===== src/rtl/wb_regbank_writer.sv =====
// Writeback stage: selects the writeback value, updates the 16x32 register bank and flags,
// serves two bypassed decode read ports, and emits a registered forwarding record.
module wb_regbank_writer #(
  parameter int DATA_W = 32,
  parameter int ADDR_W = 4,
  parameter int NFLAGS = 3
) (
  input  logic              CLK,
  input  logic              RESET,
  input  logic              ENABLE,
  input  logic [ADDR_W-1:0] wb_WC,
  input  logic [DATA_W-1:0] wb_PC,
  input  logic [DATA_W-1:0] wb_PR,
  input  logic [DATA_W-1:0] wb_alu_res,
  input  logic [1:0]        wb_S_MXRB,
  input  logic              wb_W_RB,
  input  logic [NFLAGS-1:0] wb_W_RF,
  input  logic [NFLAGS-1:0] wb_flags,
  input  logic [ADDR_W-1:0] rd_RA,
  input  logic [ADDR_W-1:0] rd_RB,
  output logic [DATA_W-1:0] rd_A,
  output logic [DATA_W-1:0] rd_B,
  output logic [NFLAGS-1:0] flags,
  output logic              fwd_valid,
  output logic [ADDR_W-1:0] fwd_WC,
  output logic [DATA_W-1:0] fwd_data,
  output logic [31:0]       retire_cnt,
  output logic              err_sel
);

  localparam int NREGS = 1 << ADDR_W;

  typedef enum logic [1:0] {
    SEL_ALU     = 2'b00,
    SEL_MEM     = 2'b01,
    SEL_PC      = 2'b10,
    SEL_ILLEGAL = 2'b11
  } wb_sel_e;

  logic [DATA_W-1:0] bank [NREGS];
  logic [DATA_W-1:0] wb_data;
  logic              we;
  logic              sel_illegal;
  logic              retire;

  // NOTE: every variable gets a default before the case so no latch is inferred.
  always_comb begin
    wb_data = '0;
    case (wb_sel_e'(wb_S_MXRB))
      SEL_ALU: wb_data = wb_alu_res;
      SEL_MEM: wb_data = wb_PR;
      SEL_PC:  wb_data = wb_PC;
      default: wb_data = '0;
    endcase
  end

  assign sel_illegal = ENABLE & wb_W_RB & (wb_S_MXRB == SEL_ILLEGAL);
  assign we          = ENABLE & wb_W_RB & (wb_S_MXRB != SEL_ILLEGAL);
  assign retire      = ENABLE & (we | (|wb_W_RF));

  // Write-through bypass: decode sees the value being written this cycle.
  assign rd_A = (we && rd_RA == wb_WC) ? wb_data : bank[rd_RA];
  assign rd_B = (we && rd_RB == wb_WC) ? wb_data : bank[rd_RB];

  // NOTE: the bank is reset because reads after reset must return zero; this keeps it in flops, not RAM.
  always_ff @(posedge CLK or posedge RESET) begin
    if (RESET) begin
      for (int i = 0; i < NREGS; i++) bank[i] <= '0;
    end else if (we) begin
      bank[wb_WC] <= wb_data;
    end
  end

  // NOTE: sequential state uses non-blocking assignments so every flop samples pre-edge values.
  always_ff @(posedge CLK or posedge RESET) begin
    if (RESET) begin
      flags      <= '0;
      fwd_valid  <= 1'b0;
      fwd_WC     <= '0;
      fwd_data   <= '0;
      retire_cnt <= '0;
      err_sel    <= 1'b0;
    end else begin
      fwd_valid <= we;
      if (we) begin
        fwd_WC   <= wb_WC;
        fwd_data <= wb_data;
      end
      if (ENABLE) begin
        for (int i = 0; i < NFLAGS; i++)
          if (wb_W_RF[i]) flags[i] <= wb_flags[i];
      end
      if (retire)      retire_cnt <= retire_cnt + 32'd1;
      if (sel_illegal) err_sel    <= 1'b1;
    end
  end

endmodule

===== config.mk =====
export PLATFORM = sky130hd
export DESIGN_NAME = wb_regbank_writer
export DESIGN_NICKNAME = d
export VERILOG_FILES = /design/src/rtl/wb_regbank_writer.sv
export SDC_FILE = /design/constraint.sdc
export NUM_CORES = 2
export LEC_CHECK = 0
export CELL_PAD_IN_SITES_DETAIL_PLACEMENT = 1
export CELL_PAD_IN_SITES_GLOBAL_PLACEMENT = 1
export CORE_ASPECT_RATIO = 0.75
export CORE_UTILIZATION = 30
export CTS_BUF_LIST = sky130_fd_sc_hd__clkbuf_8 sky130_fd_sc_hd__clkbuf_16
export CTS_CLUSTER_DIAMETER = 30
export DETAILED_ROUTE_END_ITERATION = 6
export GPL_ROUTABILITY_DRIVEN = 0
export GPL_TIMING_DRIVEN = 1
export PLACE_DENSITY = 0.58
export SKIP_CTS_REPAIR_TIMING = 1
export SYNTH_ARGS = -nofsm -noshare
export SYNTH_HDL_FRONTEND = slang
export SYNTH_SLANG_ARGS = --single-unit
export TNS_END_PERCENT = 1

===== constraint.sdc =====
create_clock -name CLK -period 42.7 [get_ports CLK]
set_input_delay 8.54 -clock CLK [delete_from_list [all_inputs] [get_ports CLK]]
set_output_delay 8.54 -clock CLK [all_outputs]
set_load 0.03 [all_outputs]

Word level (Yosys, flattened, before mapping)
Cells that the tools add are included.

storage, ports and cells
  register bits = 585
  bits of input ports = 120
  word-level logic and storage cells = 63
  output and inout bits = 137

cells by class
  muxes and demuxes = 12
  $lt $le $gt $ge = 4
  bitwise gates (word level) = 8
  equality and inequality tests = 6
  reductions and logical operators = 8
  add/sub/neg operators = 1

operator list
  cell                                                                          number
  512-bit bitwise mux                                                           1
  32-bit binary-select mux with 4-bit select                                    2
  32-bit two-way mux                                                            7
  32-bit demux with 4-bit select                                                1
  32-bit one-hot mux with 3 select lines                                        1
  32-bit by 1-bit adder with 32-bit output, second input constant               1
  5-bit greater-or-equal comparator, second input constant                      3
  4-bit NOT with 5-bit output                                                   3
  4-bit == test                                                                 2
  2-bit AND reduction                                                           3
  5-bit by 1-bit less-than comparator with 1-bit output, second input constant  1
  1-bit bitwise AND                                                             4
  2-bit == test, second input constant                                          2
  1-bit logical AND                                                             3
  3-bit OR reduction                                                            1
  2-bit by 1-bit == test with 1-bit output, second input constant               1
  2-bit zero test                                                               1
  2-bit != test, second input constant                                          1
  1-bit bitwise OR                                                              1

Depth between registers and ports, before layout
  word-level depth = 6
  gate-level depth with buffers = 9
  mapped depth without buffers = 6

Least setup slack after synthesis
Ideal clock, no wire load.

  path type = input to output
  from = input wb_S_MXRB[0]
  to = output rd_B[13]
  data required time = 34,160 ps
  stages = 8
  arrival time = 10,418 ps
  buffers on the path = 3
  path slack = 23,742 ps
  cells stage by stage = buf_2 > nand2_1 > nand3_2 > nor2_1 > buf_2 > clkbuf_1 > a2111oi_0 > a221oi_1

between the ends
  longest elaborated chain between the ends = 4
  elaborated cells on any way between the ends = 8
  those cells by class = 3 x eq/ne; 2 x mux; 1 x bitwise; 2 x reduce/logical

ends and longest elaborated chain
  item                  RTL line  text
  start: declaration    15        input logic [1:0] wb_S_MXRB,
  2-bit != test         58        assign we = ENABLE & wb_W_RB & (wb_S_MXRB != SEL_ILLEGAL);
  1-bit bitwise AND     58
  1-bit logical AND     63        assign rd_B = (we && rd_RB == wb_WC) ? wb_data : bank[rd_RB];
  32-bit two-way mux *  63
  end: declaration      22        output logic [DATA_W-1:0] rd_B,

Mark *: on every way between the ends. The rest lies on a longest branch, timed or not.

Worst setup path in the final report
  from = input wb_WC[0]
  to = output rd_B[1]

between the ends
  longest elaborated chain between the ends = 3

ends and longest elaborated chain
  item                RTL line  text
  start: declaration  11        input logic [ADDR_W-1:0] wb_WC,
  4-bit == test       63
  1-bit logical AND   63
  32-bit two-way mux  63

Every way passes these cells.

==> results.py <==
metrics = {
    "yosys": {
        "syn_inst": 2703,
        "syn-cell-area_mm2": 0.0303,
        "yosys_warnings": 0,
        "ys_seq_area_share_pct": 48.4,
        "yosysUniqueCellTypes": 37,
        "ys_seq_elements": 585,
        "async_reset_ff_share_pct": 100,
        "yosys.area.top_type": "dfrtp_1",
        "synth_nets": 2824,
        "yosys.area.top_type_share_pct": 48.4,
        "ys.flop_type": "dfrtp_1",
        "avgSynthCellArea_um2": 11.2,
        "synth.area.top_cells": "dfrtp_1, mux4_2, o21ai_0, nand2_1, mux2i_1",
        "synth_edf_count": 0,
    },
    "power_and_ir_drop": {
        "clkPwrFrac_pct": 51.3,
        "p_int_mw": 1.53,
        "vdd_drop_max_mv": 0.0373,
        "p_sw_share_pct": 28.1,
        "p_comb_share_pct": 15.9,
        "seq_power_share_pct": 32.9,
        "p_total_mw": 2.13,
        "leakage_nw": 16.3,
        "netSwitchingPower_mw": 0.601,
        "power.density_mw_per_mm2": 55.0,
    },
    "routing": {
        "post_drt_wl_per_cell_um": 26.0,
        "postRouteAntennaNets": 0,
        "drcViolationCount": 0,
        "drtIter0Drc": 1487,
        "avgViaCountPerCell": 5.50,
        "via_count": 23942,
        "routed_wl_um": 113000,
        "first_pass_iters": 5,
    },
    "placed_design": {
        "post-place-ws_ps": 20940,
        "place_inst": 4097,
        "dp_hpwl_um": 68300,
        "port_buffers": 256,
    },
    "floorplanning": {
        "die_h_um": 277,
        "pin_count": 257,
        "die_area_mm2": 0.102,
        "core_mm2": 0.0996,
        "placementRows": 100,
        "initial_core_util_pct": 30.4,
        "die_w_um": 369,
    },
    "setup_path": {
        "crit_slowest_cell": "nor2_4",
        "critPathBufInv": 4,
        "cp.required_ps": 34160,
        "arrival_ps": 13310,
        "crit_family": "buffers and inverters",
        "rrSetupSlack_ps": 40370,
        "end_kind": "output port",
        "max_stage_delay_ps": 960,
        "startpoint_type": "input port",
        "cp_max_fo": 34,
        "path_class": "in -> out",
        "cp_cell_sequence": "clkdlybuf4s50_1, xnor2_1, nand4_1, nor2_4, buf_4, nor2b_2, buf_4, a221oi_1, clkdlybuf4s50_1",
    },
    "cells_and_area": {
        "fin_nets": 3039,
        "fin_cells": 4357,
        "area_growth_pct": 28.3,
        "final_common_cell": "nand2_1",
        "drive_gt1_share_pct": 20.6,
        "final_cell_mix": "nand2_1, dfrtp_1, o21ai_0",
    },
    "sta": {
        "min_period_ps": 21850,
        "fmax_mhz": 45.8,
        "rsz0062_at_grt": "false",
        "worst_slew_pin_slew_ps": 1220,
        "fin_skew_ps": 18.4,
        "hold_viol_final": 0,
        "fin_ws_ps": 20850,
        "min_period_over_period_pct": 51.2,
        "timing.max_slew.rel_slack_pct": 18.5,
        "finalSetupViolCount": 0,
        "maxSlewViolCount": 0,
        "fin_hold_ws_ps": 476,
        "setup_tns_ps": 0,
    },
    "clocking": {
        "path_clk_slew_ps": 40,
        "clk_latency_ps": 720,
        "clock-sinks": 585,
        "cts_tree": "built",
        "cts_buffers": 145,
        "htreeDepth": 4,
        "clockBufferDepth": 3,
        "cts-root-buf": "clkbuf_16",
    },
    "grt": {
        "grt_remaining_overflow": 0,
        "first_global_vias": 26036,
        "grtUsageTotal_pct": 22.5,
        "grt_pass1_wl_um": 173000,
        "antenna_found_initial": 2,
        "grt_max_degree": 111,
    },
    "flow_run": {
        "maxCapViolations": 0,
    },
    "worst_hold_path": {
        "min_path_type": "reg -> reg",
    },
    "outcome": {
        "status": "completed",
    },
}
-- layer usage --
metal	up-vias	wire, um	track usage (%)
li1	10381	-	-
met1	12698	52000	31.6
met2	673	52900	35.2
met3	188	5710	3.89
met4	2	2850	7.61
met5	-	13	0
-- cell usage after synthesis, types with 2 or more instances --
master / instances
nor2b_1: 73
mux4_2: 256
nand4_1: 12
dfrtp_1: 585
xnor2_1: 29
nand2_1: 587
buf_4: 15
o21ai_0: 538
a2111oi_0: 64
nand3_1: 14
xor2_1: 10
nor2_1: 29
mux2i_1: 96
clkbuf_1: 183
a221oi_1: 64
buf_1: 6
a21oi_1: 22
nor3b_4: 2
nand2b_1: 4
and3_1: 7
inv_1: 2
buf_2: 45
and4_1: 6
mux2_2: 13
o21ai_1: 7
and2_1: 3
nand3_2: 5
buf_6: 14
or3_1: 4
-- stage by stage --
stage / cell area (um^2) / utilization (%)
2_1_floorplan: 30300 / -
3_3_place_gp: 33900 / 34.1
3_5_place_dp: 33900 / 34.1
4_1_cts: 38800 / 39.0
5_1_grt: 38800 / 39.0
6_report: 38800 / 39.0
-- worst min-delay path, delay by kind of cell (launching register included) --
family,cells,cell delay [ps]
compound gates,1,60
simple gates,1,40
flops,1,330
-- flip-flops by register name (all words and copies together) (netlist names) --
register	flops
err_sel	1
fwd_WC	4
fwd_valid	1
flags	3
bank	512
fwd_data	32
retire_cnt	32
-- final timing paths --
path,startpoint,end,cells past startpoint
worst max-delay path,wb_WC[0],rd_B[1],9
worst min-delay path,fwd_data[14],fwd_data[14],2
worst max register to register,retire_cnt[9],retire_cnt[31],5
worst min register to register,fwd_data[14],fwd_data[14],2
max in group asynchronous,RESET,bank[116],4
min in group asynchronous,RESET,retire_cnt[24],2
-- power by group through the flow --
stage / Combinational, mW / Clock, mW / Sequential (mW)
floorplan: 0.208 / 0 / 0.705
global placement: 0.332 / 0 / 0.700
detailed placement: 0.341 / 0 / 0.708
CTS: 0.343 / 1.11 / 0.701
global route: 0.369 / 1.14 / 0.712
finish: 0.339 / 1.09 / 0.701
-- logic make-up (layout without fill, tap and decap cells) --
family	count (synthesis)	after routing	synth area share, %
xor gates and xnor gates	39	39	1.13
muxes	365	365	22.7
AOI/OAI and AO/OA	698	698	13.2
adders and majority gates	1	1	0.0414
and+or+nand+nor	749	749	10.5
DFF	585	585	48.4
other	0	1	0
buffers and inverters	266	593	4.02
-- layout make-up --
type                    instances  area [um^2]
multi-input cells            1852        14500
well taps                    1326         1660
repair buffers                331         3120
clock buffers                 165         3900
diodes                          1         2.50
inverters                       3         18.8
clock inverters                94          993
flip-flops and latches        585        14600
fillers                     10710        60800
No activity file was read; power rests on OpenSTA's default activity.
